## src/rtl/ifetch_responder.sv

```systemverilog
// ifetch_responder
//
// Instruction-fetch responder. It serves 32-bit instruction fetches from a
// small word-addressed store that a loader port fills. A fetch is sampled in
// IDLE, optionally delayed by wait states in WAIT, and answered in ACK with a
// registered one-cycle acknowledge. A misaligned address, an address outside
// the window, or an unsupported size returns 0 (an illegal instruction) with
// err_o set.
//
// Parameters
//   AW    word-address width of the store (2**AW 32-bit words)
//   BASE  byte address of store word 0; the window covers
//         BASE .. BASE + 4*2**AW - 1
//
// Ports
//   clk_i     sole clock, rising edge
//   reset_i   synchronous, active-low reset
//   isiz_i    fetch size: 00 idle, 10 word, 01/11 unsupported (fault)
//   iadr_i    fetch byte address
//   ws_i      wait-state count 0-15 (only with IFETCH_WAITSTATES_EN)
//   ld_we_i   loader write enable (honoured in every state, even in reset)
//   ld_adr_i  loader word address
//   ld_dat_i  loader write data
//   iack_o    fetch acknowledge, one-cycle pulse
//   idat_o    fetched instruction, 0 whenever iack_o is low
//   err_o     fault flag, pulses together with iack_o
//
// Build option
//   IFETCH_WAITSTATES_EN  when defined, the ws_i port exists and its value is
//                         sampled with each request. When undefined, every
//                         fetch has zero wait states and WAIT is never entered.

module ifetch_responder #(
  parameter int          AW   = 6,
  parameter logic [63:0] BASE = 64'hFFFF_FFFF_FFFF_FF00
) (
  input  logic          clk_i,
  input  logic          reset_i,
  input  logic [1:0]    isiz_i,
  input  logic [63:0]   iadr_i,
`ifdef IFETCH_WAITSTATES_EN
  input  logic [3:0]    ws_i,
`endif
  input  logic          ld_we_i,
  input  logic [AW-1:0] ld_adr_i,
  input  logic [31:0]   ld_dat_i,
  output logic          iack_o,
  output logic [31:0]   idat_o,
  output logic          err_o
);

  typedef enum logic [1:0] {
    IDLE = 2'd0,
    WAIT = 2'd1,
    ACK  = 2'd2
  } state_t;

  localparam logic [1:0] SIZ_IDLE = 2'b00;
  localparam logic [1:0] SIZ_WORD = 2'b10;

  // Wait-state count for a new request.
  logic [3:0] ws_val;
`ifdef IFETCH_WAITSTATES_EN
  assign ws_val = ws_i;
`else
  assign ws_val = 4'd0;
`endif

  // Instruction store.
  logic [31:0] mem [2**AW];

  // NOTE: storage arrays get no reset branch; clearing them needs a reset
  // port on every word and rules out a RAM macro. Contents survive reset.
  always_ff @(posedge clk_i) begin
    if (ld_we_i) begin
      mem[ld_adr_i] <= ld_dat_i;
    end
  end

  // Control and request state.
  state_t      state;
  state_t      state_d;
  logic [3:0]  cnt;
  logic [3:0]  cnt_d;
  logic [63:0] lat_adr;
  logic [1:0]  lat_siz;

  // Registered output values.
  logic        ack_d;
  logic [31:0] dat_d;
  logic        err_d;

  logic        req;
  assign req = (isiz_i != SIZ_IDLE);

  // Process 1: state register, request latch and output registers.
  // NOTE: clocked state uses non-blocking assignments so every register
  // samples pre-edge values. This also gives read-before-write on the store.
  always_ff @(posedge clk_i) begin
    if (!reset_i) begin
      state   <= IDLE;
      cnt     <= 4'd0;
      lat_adr <= 64'd0;
      lat_siz <= 2'b00;
      iack_o  <= 1'b0;
      idat_o  <= 32'd0;
      err_o   <= 1'b0;
    end else begin
      state  <= state_d;
      cnt    <= cnt_d;
      iack_o <= ack_d;
      idat_o <= dat_d;
      err_o  <= err_d;
      if (state == IDLE && req) begin
        lat_adr <= iadr_i;
        lat_siz <= isiz_i;
      end
    end
  end

  // Process 2: next state and wait-state counter.
  // NOTE: every always_comb target is given a default first so no path
  // leaves it unassigned, which would infer a latch.
  always_comb begin
    state_d = state;
    cnt_d   = cnt;
    case (state)
      IDLE: begin
        if (req) begin
          cnt_d   = ws_val;
          state_d = (ws_val != 4'd0) ? WAIT : ACK;
        end
      end
      WAIT: begin
        if (!req) begin
          // The CPU withdrew the request, so drop it silently.
          state_d = IDLE;
          cnt_d   = 4'd0;
        end else begin
          cnt_d = cnt - 4'd1;
          if (cnt == 4'd1) begin
            state_d = ACK;
          end
        end
      end
      ACK:     state_d = IDLE;
      default: state_d = IDLE;
    endcase
  end

  // Process 3: values loaded into the output registers.
  // When leaving IDLE straight to ACK the latch has not captured the request
  // yet, so the live inputs are used. From WAIT the latched copy is used,
  // which makes mid-wait address and size changes invisible.
  logic [63:0]   eff_adr;
  logic [1:0]    eff_siz;
  logic [63:0]   offset;
  logic          in_window;
  logic          fault;
  logic [AW-1:0] word_idx;
  logic          unused_offset_bits;

  assign eff_adr   = (state == IDLE) ? iadr_i : lat_adr;
  assign eff_siz   = (state == IDLE) ? isiz_i : lat_siz;
  // The window test uses a wrapping 64-bit subtraction. An address below BASE
  // wraps to a huge offset and lands outside the window.
  assign offset    = eff_adr - BASE;
  assign in_window = (offset[63:AW+2] == '0);
  assign fault     = (eff_siz != SIZ_WORD) || (eff_adr[1:0] != 2'b00) || !in_window;
  assign word_idx  = offset[AW+1:2];
  assign unused_offset_bits = ^offset[1:0];

  always_comb begin
    ack_d = (state_d == ACK);
    dat_d = 32'd0;
    err_d = 1'b0;
    if (ack_d) begin
      if (fault) begin
        err_d = 1'b1;
      end else begin
        dat_d = mem[word_idx];
      end
    end
  end

endmodule

```

## config.mk

```make
export PLATFORM = sky130hd
export DESIGN_NAME = ifetch_responder
export DESIGN_NICKNAME = d
export VERILOG_FILES = /design/src/rtl/ifetch_responder.sv
export SDC_FILE = /design/constraint.sdc
export NUM_CORES = 2
export LEC_CHECK = 0
export ABC_AREA = 1
export CAP_MARGIN = 20
export CORE_MARGIN = 1.5
export CORE_UTILIZATION = 56
export DETAILED_ROUTE_END_ITERATION = 10
export PLACE_DENSITY = 0.75
export SLEW_MARGIN = 0
export SYNTH_ARGS = -nofsm -noshare
export SYNTH_HDL_FRONTEND = slang
export SYNTH_SLANG_ARGS = --single-unit
```

## constraint.sdc

```tcl
create_clock -name clk_i -period 5.45 [get_ports clk_i]
set_clock_uncertainty 0.05 [all_clocks]
set_input_delay 1.09 -clock clk_i [delete_from_list [all_inputs] [get_ports clk_i]]
set_output_delay 1.09 -clock clk_i [all_outputs]
set_load 0.005 [all_outputs]
```

==> flow_metrics.py <==
metrics = {
    "power_and_ir_drop": {
        "clkPwrFrac": 0.389,
        "switchingPower_w": 0.00879,
        "ir_drop_uv": 372,
        "p_comb_frac": 0.101,
        "switching_share": 0.245,
        "p_seq_frac": 0.510,
        "p_per_area_nw_per_um2": 363,
        "p_leak_nw": 31.5,
        "internal_power_w": 0.0271,
    },
    "clock_tree": {
        "post_cts_buffers": 0,
        "clkLatencyLatePin_ns": 0.86,
        "cts.path.max_buffers": 3,
        "holdBufCountCts": 0,
        "tritoncts": "built",
        "h-tree-depth": 4,
        "root_buffer": "clkbuf_16",
        "cts_buffers": 206,
        "cts.sinks": 2154,
        "clk_pin_slew_ns": 0.06,
        "ctsResizeCount": 0,
    },
    "setup_path": {
        "path_class": "reg2reg",
        "reg2reg_depth": 14,
        "critPathArrivalTime_ns": 5.34,
        "start_kind": "flop",
        "required_ns": 6.18,
        "end_kind": "flop",
        "crit_fanout": 89,
    },
    "routing": {
        "wl_met2_um": 116000,
        "dr.max_layer_used": "met5",
        "drc_errors": 0,
        "firstDrtPassIters": 6,
        "ant_nets": 0,
        "detailroute.via_count": 59400,
        "wl_per_cell_um": 27.7,
        "drtIter0Drc": 9031,
        "wl_met1_um": 92100,
        "vias_per_cell": 6.50,
        "routed_wl_um": 253000,
        "met3_length_um": 31000,
    },
    "placed_design": {
        "portBuffers": 140,
        "dp_hpwl_um": 137000,
        "gp_congestion": 0.925,
    },
    "layout": {
        "final_core_util": 0.640,
        "layout_commonest_cell": "edfxtp_1",
        "final_cell_mix": "edfxtp_1, o21ai_0, nor2_1",
        "area_growth_syn_to_layout_pct": 13.1,
        "drive_gt1_frac": 0.138,
        "fin_nets": 7022,
    },
    "synthesis": {
        "synth_top_family_by_area": "compound AO/OA/AOI/OAI gates",
        "synth_warnings": 0,
        "synth_compound_area_frac": 0.134,
        "synthMuxAreaShare": 0,
        "synth-seq-area-share": 0.728,
        "synthXorXnorAreaFrac": 0.000100,
        "yosys.cell_types.count": 42,
        "syn_inst": 6833,
        "syn-cell-area_um2": 87400,
        "synth-simple-area-share": 0.109,
        "async_flop_share": 0,
        "synth_edf_count": 2048,
        "synth_seq_cells": 2154,
        "syn_area_per_cell_um2": 12.8,
        "postSynthNetCount": 6942,
        "ys.flop_type": "edfxtp_1",
        "synthAdderAreaFrac": 0.000286,
    },
    "run_status": {
        "status": "finished clean",
    },
    "timing": {
        "fmax_mhz": 217,
        "drv_slew": 0,
        "setup_violations": 0,
        "hold_viol_final": 0,
        "max-slew-margin-rel": 0.220,
        "max_slew.worst_pin.slew_ns": 1.17,
        "post-route-period-util": 0.845,
        "grt_setup_unrepaired": "false",
        "timing.setup.tns_ns": 0,
        "min_period_ns": 4.61,
    },
    "global_route": {
        "grt_max_degree": 199,
        "grt_overflow": 0,
        "grt_pass1_wl_um": 367000,
        "track_usage": 0.315,
        "grt_pass1_vias": 57000,
        "antenna_found_initial": 25,
    },
    "job": {
        "max_cap_violations": 0,
    },
    "hold_path": {
        "holdPathStages": 2,
        "holdCritPathClass": "reg2reg",
    },
    "die": {
        "dieArea_um2": 158000,
        "initial_utilization": 0.565,
        "die_w_um": 398,
        "die_h_um": 398,
        "core_area_um2": 155000,
        "row_count": 144,
        "io_pins": 141,
    },
}
## power by group through the flow
stage	Sequential, W	Clock [W]	Combinational [W]
floorplan	0.0186	0	0.00209
global placement	0.0186	0	0.00342
detailed placement	0.0187	0	0.00351
CTS	0.0183	0.0140	0.00354
global route	0.0183	0.0146	0.00390
finish	0.0183	0.0139	0.00364
## per-stage QoR
step	total power [W]	area, um^2	hold WS [ns]	instances	setup WS [ns]
2_1_floorplan	0.0207	87400	0.387	6833	0.180
3_3_place_gp	0.0221	91900	0.395	8730	0.615
3_5_place_dp	0.0222	92000	0.404	8731	0.517
4_1_cts	0.0358	98500	0.414	9108	0.910
5_1_grt	0.0368	98900	0.420	9131	0.733
6_report	0.0359	98900	0.411	9137	0.844
## path summary, 6_finish.rpt
check                           slack, ns                     start                       end
worst max-delay path                 0.84       state[1]$_SDFF_PN0_     idat_o[21]$_SDFF_PP0_
worst max register to register       0.84       state[1]$_SDFF_PN0_     idat_o[21]$_SDFF_PP0_
worst min-delay path                 0.41  lat_adr[36]$_SDFFE_PN0P_  lat_adr[36]$_SDFFE_PN0P_
worst min register to register       0.41  lat_adr[36]$_SDFFE_PN0P_  lat_adr[36]$_SDFFE_PN0P_
## critical path: stages (launching register included)
cell      delay, ns
dfxtp_1        0.52
inv_2          0.08
nand2_4        0.59
o21ai_4        0.31
inv_8          0.46
buf_12         0.42
buf_4          0.34
o21ai_0        0.14
o21ai_0        0.27
o211ai_1       0.12
nand3_1        0.09
nand3_1        0.49
nand2_1        0.27
inv_1          0.08
nor2_2         0.09
## flip-flops by register name, indices dropped and copies added, names as in the netlist
register	flops
cnt	4
err_o	1
iack_o	1
idat_o	32
lat_adr	64
lat_siz	2
mem	2048
state	2
## layout make-up
class	count	area (um^2)
flip-flops and latches	2154	63600
fillers	11000	55700
multi-input cells	4052	21800
clock buffers	265	5530
repair buffers	355	3790
well taps	2044	2560
clock inverters	112	1010
inverters	144	566
diodes	11	27.5
## cells by family after synthesis
kind of cell    count (synthesis)
xor+xnor                        1
simple gates                 2147
fa+ha+maj                       2
compound gates               1902
buf+inv                       627
flops                        2154
## routing by layer
layer | vias up | global-route usage
met1 | 29000 | 0.418
li1 | 25700 | -
met5 | - | 0
met4 | 20 | 0.162
met2 | 3905 | 0.487
met3 | 746 | 0.0750
## synthesized netlist by cell type (64+ instances only)
| cell type | n | area [um^2] |
|---|---|---|
| nand2_1 | 539 | 2020 |
| o21ai_0 | 1022 | 5110 |
| edfxtp_1 | 2048 | 61500 |
| nor2_1 | 972 | 3650 |
| o221ai_1 | 221 | 1940 |
| clkbuf_1 | 377 | 1420 |
| o211ai_1 | 502 | 3770 |
| or2_2 | 225 | 1410 |
| a21oi_1 | 73 | 365 |
| inv_1 | 128 | 480 |
| nand3_1 | 236 | 1180 |
| o22ai_1 | 64 | 400 |
| dfxtp_1 | 106 | 2120 |
Note: power is estimated with default switching activity, not from simulation.
